$ cat config.mk
export PLATFORM = sky130hd
export DESIGN_NAME = alu_control_unit_flat
export DESIGN_NICKNAME = d
export VERILOG_FILES = /design/src/rtl/alu_control_unit_if.sv /design/src/rtl/alu_control_unit.sv /design/src/flat_wrapper.sv
export SDC_FILE = /design/constraint.sdc
export NUM_CORES = 1
export LEC_CHECK = 0
export BUFFER_PORTS_ARGS = -buffer_cell sky130_fd_sc_hd__buf_2
export CAP_MARGIN = 20
export CORE_UTILIZATION = 50
export CTS_CLUSTER_DIAMETER = 120
export CTS_CLUSTER_SIZE = 16
export DETAILED_ROUTE_END_ITERATION = 16
export GPL_TIMING_DRIVEN = 0
export PLACE_DENSITY = 0.72
export SKIP_LAST_GASP = 1
export SLEW_MARGIN = 10
export SYNTH_ARGS = -nofsm -noshare
export SYNTH_HDL_FRONTEND = slang
export SYNTH_SLANG_ARGS = --single-unit
$ cat constraint.sdc
create_clock -name clk -period 4.3 [get_ports clk]
set_input_delay 0.86 -clock clk [delete_from_list [all_inputs] [get_ports clk]]
set_output_delay 0.86 -clock clk [all_outputs]
set_load 0.01 [all_outputs]
$ cat src/rtl/alu_control_unit_if.sv
// alu_control_unit_if: bundles the three buses of the ALU control unit.
//   Instruction channel : instr_valid / instr_ready / instr
//   ALU channel         : alu_op / alu_a / alu_b / alu_c out, alu_ans1 / alu_ans2 / alu_z / alu_n in
//   Retire / flags      : done / illegal / wb_addr / wb_data, flag_c / flag_z / flag_n
// Modports:
//   master : the environment (instruction source plus the combinational ALU)
//   slave  : the control unit itself
interface alu_control_unit_if;
    logic        instr_valid;
    logic        instr_ready;
    logic [31:0] instr;

    logic [5:0]  alu_op;
    logic [31:0] alu_a;
    logic [31:0] alu_b;
    logic        alu_c;
    logic [31:0] alu_ans1;
    logic        alu_ans2;
    logic        alu_z;
    logic        alu_n;

    logic        done;
    logic        illegal;
    logic [3:0]  wb_addr;
    logic [31:0] wb_data;
    logic        flag_c;
    logic        flag_z;
    logic        flag_n;

    modport master (
        output instr_valid, instr, alu_ans1, alu_ans2, alu_z, alu_n,
        input  instr_ready, alu_op, alu_a, alu_b, alu_c,
        input  done, illegal, wb_addr, wb_data, flag_c, flag_z, flag_n
    );

    modport slave (
        input  instr_valid, instr, alu_ans1, alu_ans2, alu_z, alu_n,
        output instr_ready, alu_op, alu_a, alu_b, alu_c,
        output done, illegal, wb_addr, wb_data, flag_c, flag_z, flag_n
    );
endinterface

$ cat src/rtl/alu_control_unit.sv
// alu_control_unit: sequences one instruction at a time through an external combinational
// 32-bit ALU. IDLE accepts an instruction, DECODE reads operands from the register file,
// EXEC drives the ALU for a full cycle, WB reports the retired result for one cycle.
// Owns the architectural carry/zero/negative flags.
// Ports:
//   clk        : clock, rising edge
//   rst_n      : synchronous active-low reset
//   bus        : alu_control_unit_if.slave (instruction, ALU and retire/flag signals)
// Optional build macro ALU_CU_DEBUG_PORT_EN adds:
//   dbg_raddr  : debug register read index
//   dbg_rdata  : combinational register read data (R0 and out-of-range indices read 0)
module alu_control_unit #(
    parameter int unsigned NUM_REGS = 16,
    parameter int unsigned IMM_W    = 12
) (
    input  logic                      clk,
    input  logic                      rst_n,
    alu_control_unit_if.slave         bus
`ifdef ALU_CU_DEBUG_PORT_EN
    ,
    input  logic [3:0]                dbg_raddr,
    output logic [31:0]               dbg_rdata
`endif
);

    localparam logic [5:0] OpAdd = 6'b010000;
    localparam logic [5:0] OpSub = 6'b010001;
    localparam logic [5:0] OpEq  = 6'b100000;
    localparam logic [5:0] OpNe  = 6'b100001;
    localparam logic [5:0] OpLe  = 6'b100010;
    localparam logic [5:0] OpGt  = 6'b100011;
    localparam logic [5:0] OpLls = 6'b110000;
    localparam logic [5:0] OpLrs = 6'b110001;
    localparam logic [5:0] OpArs = 6'b110010;

    typedef enum logic [1:0] {StIdle, StDecode, StExec, StWb} state_e;

    state_e      state_q, state_d;
    logic [31:0] instr_q;
    // Sized for the full 4-bit index; entries 0 and >= NUM_REGS are never written.
    logic [31:0] regs_q [16];
    logic        flag_c_q, flag_z_q, flag_n_q;
    logic [5:0]  alu_op_q;
    logic [31:0] alu_a_q, alu_b_q;
    logic        alu_c_q;
    logic        done_q, illegal_q;
    logic [3:0]  wb_addr_q;
    logic [31:0] wb_data_q;

    logic [5:0]  opcode;
    logic [3:0]  rd, rs1, rs2;
    logic        use_carry, imm_sel;
    logic [31:0] imm_ext, rs1_val, rs2_val, op_b;
    logic        op_legal, op_arith, rd_writable;

    assign opcode    = instr_q[31:26];
    assign rd        = instr_q[25:22];
    assign rs1       = instr_q[21:18];
    assign rs2       = instr_q[17:14];
    assign use_carry = instr_q[13];
    assign imm_sel   = instr_q[12];
    assign imm_ext   = 32'(instr_q[IMM_W-1:0]);

    assign rs1_val     = (rs1 != 4'd0 && 32'(rs1) < NUM_REGS) ? regs_q[rs1] : '0;
    assign rs2_val     = (rs2 != 4'd0 && 32'(rs2) < NUM_REGS) ? regs_q[rs2] : '0;
    assign op_b        = imm_sel ? imm_ext : rs2_val;
    assign rd_writable = (rd != 4'd0) && (32'(rd) < NUM_REGS);
    assign op_arith    = (opcode == OpAdd) || (opcode == OpSub);

    always_comb begin
        op_legal = 1'b0;
        case (opcode)
            OpAdd, OpSub, OpEq, OpNe, OpLe, OpGt, OpLls, OpLrs, OpArs: op_legal = 1'b1;
            default: op_legal = 1'b0;
        endcase
    end

    always_comb begin
        state_d = state_q;
        unique case (state_q)
            StIdle:   if (bus.instr_valid) state_d = StDecode;
            StDecode: state_d = op_legal ? StExec : StWb;
            StExec:   state_d = StWb;
            StWb:     state_d = StIdle;
            default:  state_d = StIdle;
        endcase
    end

    always_ff @(posedge clk) begin
        if (!rst_n) begin
            state_q   <= StIdle;
            instr_q   <= '0;
            for (int i = 0; i < 16; i++) regs_q[i] <= '0;
            flag_c_q  <= 1'b0;
            flag_z_q  <= 1'b0;
            flag_n_q  <= 1'b0;
            alu_op_q  <= '0;
            alu_a_q   <= '0;
            alu_b_q   <= '0;
            alu_c_q   <= 1'b0;
            done_q    <= 1'b0;
            illegal_q <= 1'b0;
            wb_addr_q <= '0;
            wb_data_q <= '0;
        end else begin
            state_q   <= state_d;
            done_q    <= 1'b0;
            illegal_q <= 1'b0;
            unique case (state_q)
                StIdle: begin
                    if (bus.instr_valid) instr_q <= bus.instr;
                end
                StDecode: begin
                    if (op_legal) begin
                        // Flags only change at retire, so flag_c here equals its value at accept.
                        alu_op_q <= opcode;
                        alu_a_q  <= rs1_val;
                        alu_b_q  <= op_b;
                        alu_c_q  <= use_carry & flag_c_q;
                    end else begin
                        done_q    <= 1'b1;
                        illegal_q <= 1'b1;
                        wb_addr_q <= rd;
                        wb_data_q <= '0;
                    end
                end
                StExec: begin
                    // Sample the ALU at the end of the EXEC cycle; results show during WB.
                    done_q    <= 1'b1;
                    wb_addr_q <= rd;
                    wb_data_q <= bus.alu_ans1;
                    flag_z_q  <= bus.alu_z;
                    flag_n_q  <= bus.alu_n;
                    if (op_arith) flag_c_q <= bus.alu_ans2;
                    if (rd_writable) regs_q[rd] <= bus.alu_ans1;
                end
                default: ;
            endcase
        end
    end

    assign bus.instr_ready = (state_q == StIdle) && rst_n;
    assign bus.alu_op      = alu_op_q;
    assign bus.alu_a       = alu_a_q;
    assign bus.alu_b       = alu_b_q;
    assign bus.alu_c       = alu_c_q;
    assign bus.done        = done_q;
    assign bus.illegal     = illegal_q;
    assign bus.wb_addr     = wb_addr_q;
    assign bus.wb_data     = wb_data_q;
    assign bus.flag_c      = flag_c_q;
    assign bus.flag_z      = flag_z_q;
    assign bus.flag_n      = flag_n_q;

`ifdef ALU_CU_DEBUG_PORT_EN
    assign dbg_rdata = (dbg_raddr != 4'd0 && 32'(dbg_raddr) < NUM_REGS) ? regs_q[dbg_raddr] : '0;
`endif

endmodule

$ cat src/flat_wrapper.sv
// flat-port wrapper written by rule: the top's interface ports become plain ports
module alu_control_unit_flat 
#(
    parameter int unsigned NUM_REGS = 16,
    parameter int unsigned IMM_W    = 12
)
  (clk, rst_n, bus_instr_valid, bus_instr, bus_alu_ans1, bus_alu_ans2, bus_alu_z, bus_alu_n, bus_instr_ready, bus_alu_op, bus_alu_a, bus_alu_b, bus_alu_c, bus_done, bus_illegal, bus_wb_addr, bus_wb_data, bus_flag_c, bus_flag_z, bus_flag_n);
  alu_control_unit_if bus_i ();
  input  logic clk;
  input  logic rst_n;
  input wire logic [$bits(bus_i.instr_valid)-1:0] bus_instr_valid;
  input wire logic [$bits(bus_i.instr)-1:0] bus_instr;
  input wire logic [$bits(bus_i.alu_ans1)-1:0] bus_alu_ans1;
  input wire logic [$bits(bus_i.alu_ans2)-1:0] bus_alu_ans2;
  input wire logic [$bits(bus_i.alu_z)-1:0] bus_alu_z;
  input wire logic [$bits(bus_i.alu_n)-1:0] bus_alu_n;
  output wire logic [$bits(bus_i.instr_ready)-1:0] bus_instr_ready;
  output wire logic [$bits(bus_i.alu_op)-1:0] bus_alu_op;
  output wire logic [$bits(bus_i.alu_a)-1:0] bus_alu_a;
  output wire logic [$bits(bus_i.alu_b)-1:0] bus_alu_b;
  output wire logic [$bits(bus_i.alu_c)-1:0] bus_alu_c;
  output wire logic [$bits(bus_i.done)-1:0] bus_done;
  output wire logic [$bits(bus_i.illegal)-1:0] bus_illegal;
  output wire logic [$bits(bus_i.wb_addr)-1:0] bus_wb_addr;
  output wire logic [$bits(bus_i.wb_data)-1:0] bus_wb_data;
  output wire logic [$bits(bus_i.flag_c)-1:0] bus_flag_c;
  output wire logic [$bits(bus_i.flag_z)-1:0] bus_flag_z;
  output wire logic [$bits(bus_i.flag_n)-1:0] bus_flag_n;
  assign bus_i.instr_valid = bus_instr_valid;
  assign bus_i.instr = bus_instr;
  assign bus_i.alu_ans1 = bus_alu_ans1;
  assign bus_i.alu_ans2 = bus_alu_ans2;
  assign bus_i.alu_z = bus_alu_z;
  assign bus_i.alu_n = bus_alu_n;
  assign bus_instr_ready = bus_i.instr_ready;
  assign bus_alu_op = bus_i.alu_op;
  assign bus_alu_a = bus_i.alu_a;
  assign bus_alu_b = bus_i.alu_b;
  assign bus_alu_c = bus_i.alu_c;
  assign bus_done = bus_i.done;
  assign bus_illegal = bus_i.illegal;
  assign bus_wb_addr = bus_i.wb_addr;
  assign bus_wb_data = bus_i.wb_data;
  assign bus_flag_c = bus_i.flag_c;
  assign bus_flag_z = bus_i.flag_z;
  assign bus_flag_n = bus_i.flag_n;
  alu_control_unit #(.NUM_REGS(NUM_REGS), .IMM_W(IMM_W)) u_core (.clk(clk), .rst_n(rst_n), .bus(bus_i));
endmodule
; ---- Word level (Yosys, flattened, before mapping)
; Memory sizes are Yosys's and may differ from the RTL's. A register that Yosys moved wholly into a read port is not among the register bits.
; Cells that the tools add are included.
[word_totals]
ff_bits = 146
mem_bits_rw = 512
in_bits = 70
output_inout_bits = 113
word_cells = 68
mem_count = 1
[op_classes]
eq_ne = 14
mux = 25
bitwise = 1
reduce_logical = 14
[memory_table]
columns = name, depth, width, rd, rd_ports_with_merged_regs, write_ports, line_no
row1 = u_core.regs_q, 16, 32, 2, 2, 16, alu_control_unit.sv:41  ; logic [31:0] regs_q [16];
[op_table]
columns = cell, count
row1 = 2-to-1 mux 32 bit, 5
row2 = case mux 32 bit (2 select lines), 1
row3 = equality test 6 bit (second input constant), 7
row4 = OR reduction 32 bit, 1
row5 = 2-to-1 mux 4 bit, 6
row6 = equality test 6 x 5 -> 1 bit (second input constant), 2
row7 = nonzero test 4 bit, 3
row8 = AND reduction 2 bit, 5
row9 = 2-to-1 mux 1 bit, 9
row10 = OR reduction 9 bit, 1
row11 = case mux 2 bit (4 select lines), 1
row12 = case mux 4 bit (2 select lines), 1
row13 = equality test 2 bit (second input constant), 2
row14 = inequality test 2 bit (second input constant), 2
row15 = equality test 2 x 1 -> 1 bit (second input constant), 1
row16 = zero test 2 bit, 1
row17 = 2-to-1 mux 2 bit, 1
row18 = case mux 1 bit (2 select lines), 1
row19 = nonzero test 2 bit, 1
row20 = bitwise AND 1 bit, 1
row21 = logical AND 1 bit, 1
row22 = logical OR 1 bit, 1

; ---- Logic depth before layout (Yosys ltp)
; Gate-level depths: netlist of the first run.
[depth]
word_depth = 7
ltp_mapped = 8
ltp_nobuf = 5

; ---- Worst setup path after synthesis of the first run
; No wires, ideal clock.
[synth_timing]
kind = input port to flip-flop
startpoint = input rst_n
endpoint = memory u_core.regs_q[13][0], enable pin
setup_ns = 0.466
t_arrival_ns = 3.585
t_required_ns = 3.834
slack_ns = 0.250
path_stages = 3
path_buffers = 1
path_cell_list = buf_2 nand4_1 o21ai_0
[synth_lines]
columns = element, line_no
row1 = "start, declared", flat_wrapper.sv:10  ; input logic rst_n;
row2 = "end, declared", alu_control_unit.sv:41

==> impl_results.md, run 1 <==
- Register area share after synthesis: 57.26%
- Setup bufs post-CTS: 0
- Crit path capture: u_core.regs_q[8][9]
- DR vias: 21,490
- Crit start category: flop
- Peak VDD IR: 0.4188 mV
- Commonest non-fill, non-tap cells in the layout: edfxtp_1 (512), and2_1 (493), mux4_2 (254)
- Hold-fix buffers, CTS: 0
- Vias per std cell: 6.326
- Die X: 255.9 µm
- Detail Placement HPWL: 69,610 µm
- Layout cell share with drive strength beyond 1: 24.94%
- Total GRT Usage: 29.14%
- Antenna Nets Post-Route: 0
- DRC violations left: 0
- Area of the multi-input gates: 0.01313 mm²
- Core footprint: 0.06343 mm²
- FFs w/ async S/R, synth: 0%
- Post-Route WL: 96,340 µm
- Levels on crit path: 6
- Worst-path maximum fanout: 20
- Clock transition at path regs: 0.07 ns
- EDFF count, synth: 512
- Die Area: 0.06549 mm²
- Slowest CP cell: nor3_1
- Worst min-delay path class: reg -> reg
- Reg-to-reg startpoint: u_core.state_q[0]
- Synth Register Bits: 666
- R2R setup slack: 0.83 ns
- Initial Util: 50.82%
- Global-route wire length before repair: 138,800 µm
- Area added between synthesis and finish: 12.39%
- Crit path launch: u_core.state_q[0]
- R2R cell count: 6
- Worst setup margin: 0.8278 ns
- Pre-Repair DR Iteration Count: 6
- Reg-to-Reg End: u_core.regs_q[8][9]
- Lkg Pwr: 12.94 nW
- # setup viols final: 0
- Syn Std Cell Area: 0.03223 mm²
- Delay-heaviest family, CP: simple AND/OR/NAND/NOR gates
- Vias in the first global route: 21,790
- Max-cap violation count: 0
- Worst Clk Skew: 0.01684 ns
- Max-slew violation count: 0
- Prevailing post-synth register cell: edfxtp_1
- FF+latch area: 0.01846 mm²
- Final hold violations: 0
- Routed length per instance: 28.36 µm
- CTS tree: done
- Distinct cells, synth: 38
- Gpl congestion: 0.9441
- Die Height: 255.9 µm
- WP data arrival: 3.78 ns
- Post-Syn Instances: 2,232
- Initial antenna violation count: 6
- Post-DP Area: 0.03486 mm²
- Relative slew slack: 21.24%
- I/O pin count: 183
- Number of CTS-inserted buffers: 47
- Tcrit/Tclk final: 80.75%
- Most common cell after layout, fill and taps aside: edfxtp_1
- Clock Latency Late Sink: 0.61 ns
- Fin crit period: 3.472 ns
- Setup slack after placement: 0.4478 ns
- Outcome: finished, final reports clean
- PD cells: 434.3 mW/mm²
- Worst setup EP type: flop
- Largest net degree at the start of global routing: 42
- Grt ovf: 0
- Final #Nets: 2,589
- Crit-path cells: inv_1 > ha_1 > nand4b_1 > nor3_1 > nand2b_2 > buf_16
- Post-CTS sizing: 0
- Data required, critical path: 4.61 ns
- H-tree depth: 2
- Max incr delay on CP: 1.04 ns
- DR iter-0 viols: 2,730
- Avg Cell Area, Syn: 14.44 µm²
- Transition time of the tightest slew-check pin: 1.177 ns
- RSZ-0062 raised after global routing: false
- Num Clock Sinks: 666
- Design area: 0.03623 mm²
- Crit Path Class: reg -> reg
- Bufs on Longest Clock Path: 3
- Crit path buf inv count: 2
- Port Buffers: 182
- Yosys warns: 0
- Max Fclk: 288.0 MHz
- FP Rows: 92
- # fillers: 4,988
- Root Buffer: clkbuf_16
[cell families (layout without fill, tap and decap cells)]
| family | count (synthesis) | in the layout | synth area share [%] |
|---|---|---|---|
| other | 1 | 33 | 0.01163 |
| flip-flops | 666 | 666 | 57.26 |
| AO/OA/AOI/OAI | 196 | 196 | 3.924 |
| multiplexers | 399 | 399 | 22.49 |
| buffers and inverters | 225 | 512 | 2.838 |
| AND/OR/NAND/NOR | 741 | 741 | 13.31 |
| adder cells (fa/ha/maj) | 4 | 4 | 0.1553 |
[worst register-to-register path, cell delays in order, from the launching register on]
cell and delay, ns:
dfxtp_1 0.34, inv_1 0.11, ha_1 0.34, nand4b_1 0.47, nor3_1 1.04, nand2b_2 0.61, buf_16 0.25
[synth_stat cells (all sizes together), types with 3 or more instances]
library cell / instances / area (µm²)
and3: 3 / 18.77
o221ai: 11 / 96.34
nand2b: 9 / 56.30
and2: 493 / 3084
o21ai: 48 / 240.2
nand2: 77 / 289.0
mux2i: 82 / 820.8
inv: 7 / 26.28
buf: 56 / 280.3
a221o: 32 / 320.3
ha: 4 / 50.05
nand4b: 4 / 35.03
nor2: 20 / 75.07
clkbuf: 162 / 608.1
o211ai: 21 / 157.7
mux4: 254 / 5720
nor3: 4 / 20.02
a31oi: 4 / 25.02
mux2: 63 / 709.4
nor4: 37 / 231.5
nand3: 90 / 450.4
a21oi: 74 / 370.4
dfxtp: 154 / 3083
edfxtp: 512 / 15370
[metal layers]
metal  vias up  share of wire [%]  GRT usage, %
li1       9030                  -             -
met1     10910                 35         36.03
met2      1266                 49         48.90
met3       273                9.7         5.912
met4        10                5.3         14.44
met5         -              0.058             0
[worst min path at each step]
stage	slack, ns	from	cells after the start	endpoint
2_1_floorplan	0.43	u_core.instr_q[10]	2	u_core.instr_q[10]
4_1_cts	0.45	u_core.bus.alu_op[1]	2	u_core.bus.alu_op[1]
6_report	0.45	u_core.bus.alu_op[1]	2	u_core.bus.alu_op[1]
3_5_place_dp	0.44	u_core.bus.alu_op[1]	2	u_core.bus.alu_op[1]
5_1_grt	0.47	u_core.instr_q[29]	2	u_core.instr_q[29]
3_3_place_gp	0.45	u_core.instr_q[29]	2	u_core.instr_q[29]
[area by class of cell]
| class | count | share of cell area (%) |
|---|---|---|
| Buffer | 218 | 2.463 |
| Clock inverter | 1 | 0.02418 |
| Clock buffer | 83 | 3.737 |
| Tap cell | 846 | 2.922 |
| Sequential cell | 666 | 50.95 |
| Multi-Input combinational cell | 1372 | 36.24 |
| Inverter | 7 | 0.07253 |
| Timing Repair Buffer | 203 | 3.578 |
| Antenna cell | 1 | 0.006908 |
[per-stage QoR]
step / setup TNS, ns / total power, mW / std cells / hold WS (ns) / util (%)
global placement: -628.83 / 11.28 / 3291 / 0.4467 / 54.11
floorplan: 0 / 10.03 / 2263 / 0.4317 / -
global route: 0 / 16.14 / 3397 / 0.4745 / 57.12
finish: 0 / 15.73 / 3397 / 0.4516 / 57.12
detailed placement: 0 / 11.43 / 3311 / 0.4448 / 54.96
CTS: 0 / 15.66 / 3395 / 0.4542 / 57.10
[where the power goes]
group,total [mW],switching (mW),internal (mW)
clock network,4.35,2.22,2.13
logic,3.87,2.32,1.55
registers,7.50,0.221,7.28
[registers in the layout (all words and copies together), names as in the netlist, 2 cells and up, named ones only]
signal and cells:
u_core.bus.alu_a 32, u_core.bus.alu_b 32, u_core.bus.wb_addr 4, u_core.state_q 2
u_core.regs_q 512, u_core.bus.alu_op 6, u_core.instr_q 32, u_core.bus.wb_data 32
No activity file was read; power rests on OpenSTA's default activity.
==> inputs of run 2 (changes only) <==
==> constraint.sdc (replaced) <==
create_clock -name clk -period 2.9 [get_ports clk]
set_input_delay 0.58 -clock clk [delete_from_list [all_inputs] [get_ports clk]]
set_output_delay 0.58 -clock clk [all_outputs]
set_load 0.01 [all_outputs]
==> impl_results.md, run 2 (synthesized netlist as in run 1, its figures left out) <==
- Crit start category: flop
- # setup viols final: 2
- Max Fclk: 344.2 MHz
- Lkg Pwr: 12.98 nW
- CTS tree: done
- I/O pin count: 183
- Slowest CP cell: clkbuf_1
- Initial Util: 50.82%
- Core footprint: 0.06343 mm²
- Peak VDD IR: 0.4444 mV
- Tcrit/Tclk final: 100.2%
- Num Clock Sinks: 666
- R2R cell count: 5
- WP data arrival: 3.41 ns
- Crit-path cells: clkbuf_1 > clkbuf_1 > mux4_2 > mux2_2 > a221o_1
- Pre-Repair DR Iteration Count: 5
- Net Switching: 7.127 mW
- Post-Route WL: 95,990 µm
- Max-cap violation count: 0
- Clock Latency Late Sink: 0.63 ns
- Number of CTS-inserted buffers: 47
- FP Rows: 92
- Die Height: 255.9 µm
- Final #Nets: 2,593
- Worst Clk Skew: 0.02121 ns
- Setup TNS: -0.004881 ns
- Final hold violations: 0
- Final hold slack: 0.1991 ns
- Layout cell share with drive strength beyond 1: 25.72%
- RSZ-0062 raised after global routing: true
- Crit Path Class: reg -> reg
- Routed length per instance: 28.18 µm
- Gpl congestion: 0.9208
- Relative slew slack: 25.05%
- Largest net degree at the start of global routing: 42
- Global-route wire length before repair: 140,200 µm
- DR vias: 21,560
- PD cells: 642.3 mW/mm²
- Fin crit period: 2.905 ns
- Die X: 255.9 µm
- Transition time of the tightest slew-check pin: 1.119 ns
- Max-slew violation count: 0
- Area of the multi-input gates: 0.01319 mm²
- Most flops, register: u_core.regs_q
- Root Buffer: clkbuf_16
- Antenna Nets Post-Route: 0
- Most common cell after layout, fill and taps aside: edfxtp_1
- H-tree depth: 2
- Port Buffers: 182
- Total GRT Usage: 29.36%
- Pwr Total: 23.32 mW
- Number of flip-flops in the largest register: 512
- Initial antenna violation count: 3
- DRC violations left: 0
- Max incr delay on CP: 0.68 ns
- Reg power frac: 47.7%
- # fillers: 4,979
- Bufs on Longest Clock Path: 3
- Setup slack after placement: -0.6280 ns
- Worst setup margin: -0.004875 ns
- Switching Share: 30.56%
- DR iter-0 viols: 2,619
- Vias per std cell: 6.328
- Outcome: finished, violations left
- Worst min-delay path class: in -> reg
- Hold depth: 3
- FF+latch area: 0.01846 mm²
- Logic pwr share: 24.6%
- Die Area: 0.06549 mm²
- Area added between synthesis and finish: 12.65%
- Commonest non-fill, non-tap cells in the layout: edfxtp_1 (512), and2_1 (493), mux4_2 (254)
- Failing checks: setup timing
- Internal power: 16.19 mW
- Top cell by count, worst path: clkbuf_1
- Worst setup EP type: flop
- Worst-path maximum fanout: 10
- Clock transition at path regs: 0.07 ns
- Detail Placement HPWL: 69,600 µm
- Clock Power Share: 27.7%
- Vias in the first global route: 22,030
- Data required, critical path: 3.41 ns
- Grt ovf: 0
run 2: cell types whose count changed in the layout (fill, tap and decap cells not counted), moves of 2 or more:
cell | before | now
clkbuf_2 | 0 | 8
buf_1 | 16 | 11
buf_4 | 12 | 17
inv_6 | 0 | 3
nor2_1 | 20 | 17
nor2_2 | 0 | 3
nor3_1 | 3 | 0
nor3_4 | 0 | 3
buf_16 | 4 | 2
clkbuf_1 | 195 | 193
clkbuf_16 | 49 | 47
clkdlybuf4s15_2 | 0 | 2
diode_2 | 1 | 3
run 2: worst paths after layout:
check | start | end | slack [ns]
setup / recovery | flop | u_core.bus.alu_a[11] | -0.005
hold / removal | bus_instr[2] | u_core.instr_q[2] | 0.20
hold reg to reg | u_core.instr_q[0] | u_core.instr_q[0] | 0.46
setup reg to reg | flop | u_core.bus.alu_a[11] | -0.005
run 2: final cells by class:
type,count,area share [%]
Antenna cell,3,0.02068
Buffer,218,2.526
Clock buffer,84,3.622
Clock inverter,4,0.09649
Inverter,7,0.07236
Multi-Input combinational cell,1372,36.32
Sequential cell,666,50.83
Tap cell,846,2.915
Timing Repair Buffer,207,3.594
run 2: per-layer routing:
layer  up-vias  part of all wire (%)  global-route usage, %
li1       9047                     -                      -
met1     10960                    35                  37.52
met2      1304                    49                  48.66
met3       250                    10                  4.575
met4         4                   5.4                  15.24
met5         -                 0.026                      0
run 2: power by group through the flow:
stage	combinational [mW]	clock [mW]	sequential [mW]
CTS	5.66	6.46	11.1
finish	5.75	6.46	11.1
global route	6.00	6.79	11.2
floorplan	3.59	0	11.3
detailed placement	5.63	0	11.3
global placement	5.41	0	11.3
run 2: worst max-delay path, delay by kind of cell (launching register included):
family / cells / cell delay [ns]
AO/OA/AOI/OAI: 1 / 0.33
buffers and inverters: 2 / 1.35
flip-flops: 1 / 0.36
multiplexers: 2 / 0.75
run 2: what timing repair did:
item | 4_1_cts | 5_1_grt
setup buffers | 1 | 4
gates cloned | 0 | 0
hold buffers | 0 | 0
pin swaps | 1 | 1
gates resized for setup | 11 | 17
setup endpoints to repair | 170 | 185
run 2: metrics by stage:
stage / util [%] / instance area (µm²) / cells
finish: 57.25 / 36310 / 3407
CTS: 57.11 / 36220 / 3399
detailed placement: 54.90 / 34820 / 3310
global placement: 54.11 / 34320 / 3291
floorplan: - / 32350 / 2263
global route: 57.24 / 36300 / 3404
==> inputs of run 3 (changes only) <==
--- a/config.mk
+++ b/config.mk
@@ -13,6 +13,7 @@
 export DETAILED_ROUTE_END_ITERATION = 16
 export GPL_TIMING_DRIVEN = 0
 export PLACE_DENSITY = 0.72
+export SKIP_CTS_REPAIR_TIMING = 1
 export SKIP_LAST_GASP = 1
 export SLEW_MARGIN = 10
 export SYNTH_ARGS = -nofsm -noshare
==> impl_results.md, run 3 (synthesized netlist as in run 1, its figures left out) <==
- Max Fclk: 345.1 MHz
- Worst setup EP type: flop
- Max-cap violation count: 0
- # fillers: 4,990
- Worst-path maximum fanout: 10
- DR iter-0 viols: 2,517
- Final #Nets: 2,591
- Worst min-delay path class: in -> reg
- DR vias: 21,550
- Initial antenna violation count: 3
- Number of flip-flops in the largest register: 512
- Fin crit period: 2.898 ns
- Worst Clk Skew: 0.02330 ns
- Core footprint: 0.06343 mm²
- Data required, critical path: 3.41 ns
- Total GRT Usage: 29.34%
- Transition time of the tightest slew-check pin: 1.111 ns
- Util after Layout: 57.14%
- Num Clock Sinks: 666
- Initial Util: 50.82%
- Most common cell after layout, fill and taps aside: edfxtp_1
- Post-Route WL: 95,990 µm
- CTS tree: done
- Vias per std cell: 6.327
- RSZ-0062 raised after global routing: false
- Area added between synthesis and finish: 12.44%
- Clock transition at path regs: 0.08 ns
- Grt ovf: 0
- Antenna Nets Post-Route: 0
- GR Layer Usage met1: 37.35%
- Number of CTS-inserted buffers: 47
- Vias in the first global route: 22,020
- DP Cell Count: 3,310
- DRC violations left: 0
- PD cells: 643.0 mW/mm²
- Max-slew violation count: 0
- Top cell by count, worst path: clkbuf_1
- FP Rows: 92
- Die Area: 0.06549 mm²
- # setup viols final: 0
- Bufs on Longest Clock Path: 3
- Die X: 255.9 µm
- Commonest non-fill, non-tap cells in the layout: edfxtp_1 (512), and2_1 (493), mux4_2 (254)
- Met3 Resource Use GR: 4.625%
- Delay-heaviest family, CP: buffers and inverters
- Slowest CP cell: clkbuf_1
- Most flops, register: u_core.regs_q
- Layout cell share with drive strength beyond 1: 25.47%
- FF+latch area: 0.01846 mm²
- Max incr delay on CP: 0.67 ns
- Lkg Pwr: 12.97 nW
- Die Height: 255.9 µm
- GRT busiest layer: met2
- Detail Placement HPWL: 69,600 µm
- WP data arrival: 3.41 ns
- Relative slew slack: 25.60%
- Global-route wire length before repair: 140,100 µm
- Area of the multi-input gates: 0.01316 mm²
- Outcome: finished, final reports clean
- Crit Path Class: reg -> reg
- Routed length per instance: 28.19 µm
- Largest net degree at the start of global routing: 42
- Crit start category: flop
- Peak VDD IR: 0.4488 mV
- H-tree depth: 2
- I/O pin count: 183
- Final hold violations: 0
- Clock Latency Late Sink: 0.63 ns
- Non-filler cells, final: 3,405
- Port Buffers: 182
- Pre-Repair DR Iteration Count: 6
- Gpl congestion: 0.9208
- Tcrit/Tclk final: 99.92%
- M2 GR Usage: 48.78%
- Crit path buf inv count: 2
- Crit-path cells: clkbuf_1 > clkbuf_1 > mux4_2 > mux2_2 > a221o_1
- Root Buffer: clkbuf_16
## run 3: cell types whose count changed in the layout (fill, tap and decap cells not counted), sizes merged
cell and change:
buf -1, clkbuf +1, clkdlybuf4s15 -2
## run 3: layout make-up
| cell class | instances | area share, % |
|---|---|---|
| buffer | 218 | 2.489 |
| tap | 846 | 2.921 |
| clock inverter | 4 | 0.09666 |
| timing repair buffer | 205 | 3.545 |
| clock buffer | 84 | 3.628 |
| sequential | 666 | 50.93 |
| antenna | 3 | 0.02071 |
| inverter | 7 | 0.07250 |
| multi-input combinational | 1372 | 36.30 |
## run 3: final timing paths
check,startpoint,to,slack (ns),cells past startpoint
setup / recovery,flop,u_core.bus.alu_a[11],0.002,5
hold / removal,bus_instr[2],u_core.instr_q[2],0.20,3
setup reg to reg,flop,u_core.bus.alu_a[11],0.002,5
hold reg to reg,u_core.instr_q[0],u_core.instr_q[0],0.46,2
## run 3: report_power, final
group / internal, mW / switching, mW
combinational: 2.30 / 3.43
sequential: 10.8 / 0.319
clock: 3.09 / 3.37
## run 3: per-stage QoR
step                power, mW  TNS [ns]  hold slack, ns  setup slack (ns)  instance area [µm²]
floorplan               14.88   -147.45          0.4317           -0.7608                32350
global placement        16.72  -1145.24          0.4470            -3.353                34320
detailed placement      16.95    -62.56          0.4439           -0.6280                34820
CTS                     23.22    -47.48          0.1824           -0.6472                36170
global route            23.95         0          0.1944         0.0005642                36240
finish                  23.30         0          0.1966          0.002367                36240
## run 3: metal layers
layer	routed length (µm)	part of all wire, %	vias to the layer above
li1	-	-	9044
met1	34580	36	11020
met2	47350	49	1231
met3	8954	9.3	244
met4	5081	5.3	4
met5	25	0.026	-
## run 3: tightest hold or removal path, delay by kind of cell
family / cells / cell delay (ns)
AO/OA/AOI/OAI: 1 / 0.05
buffers and inverters: 1 / 0.10
AND/OR/NAND/NOR: 1 / 0.05
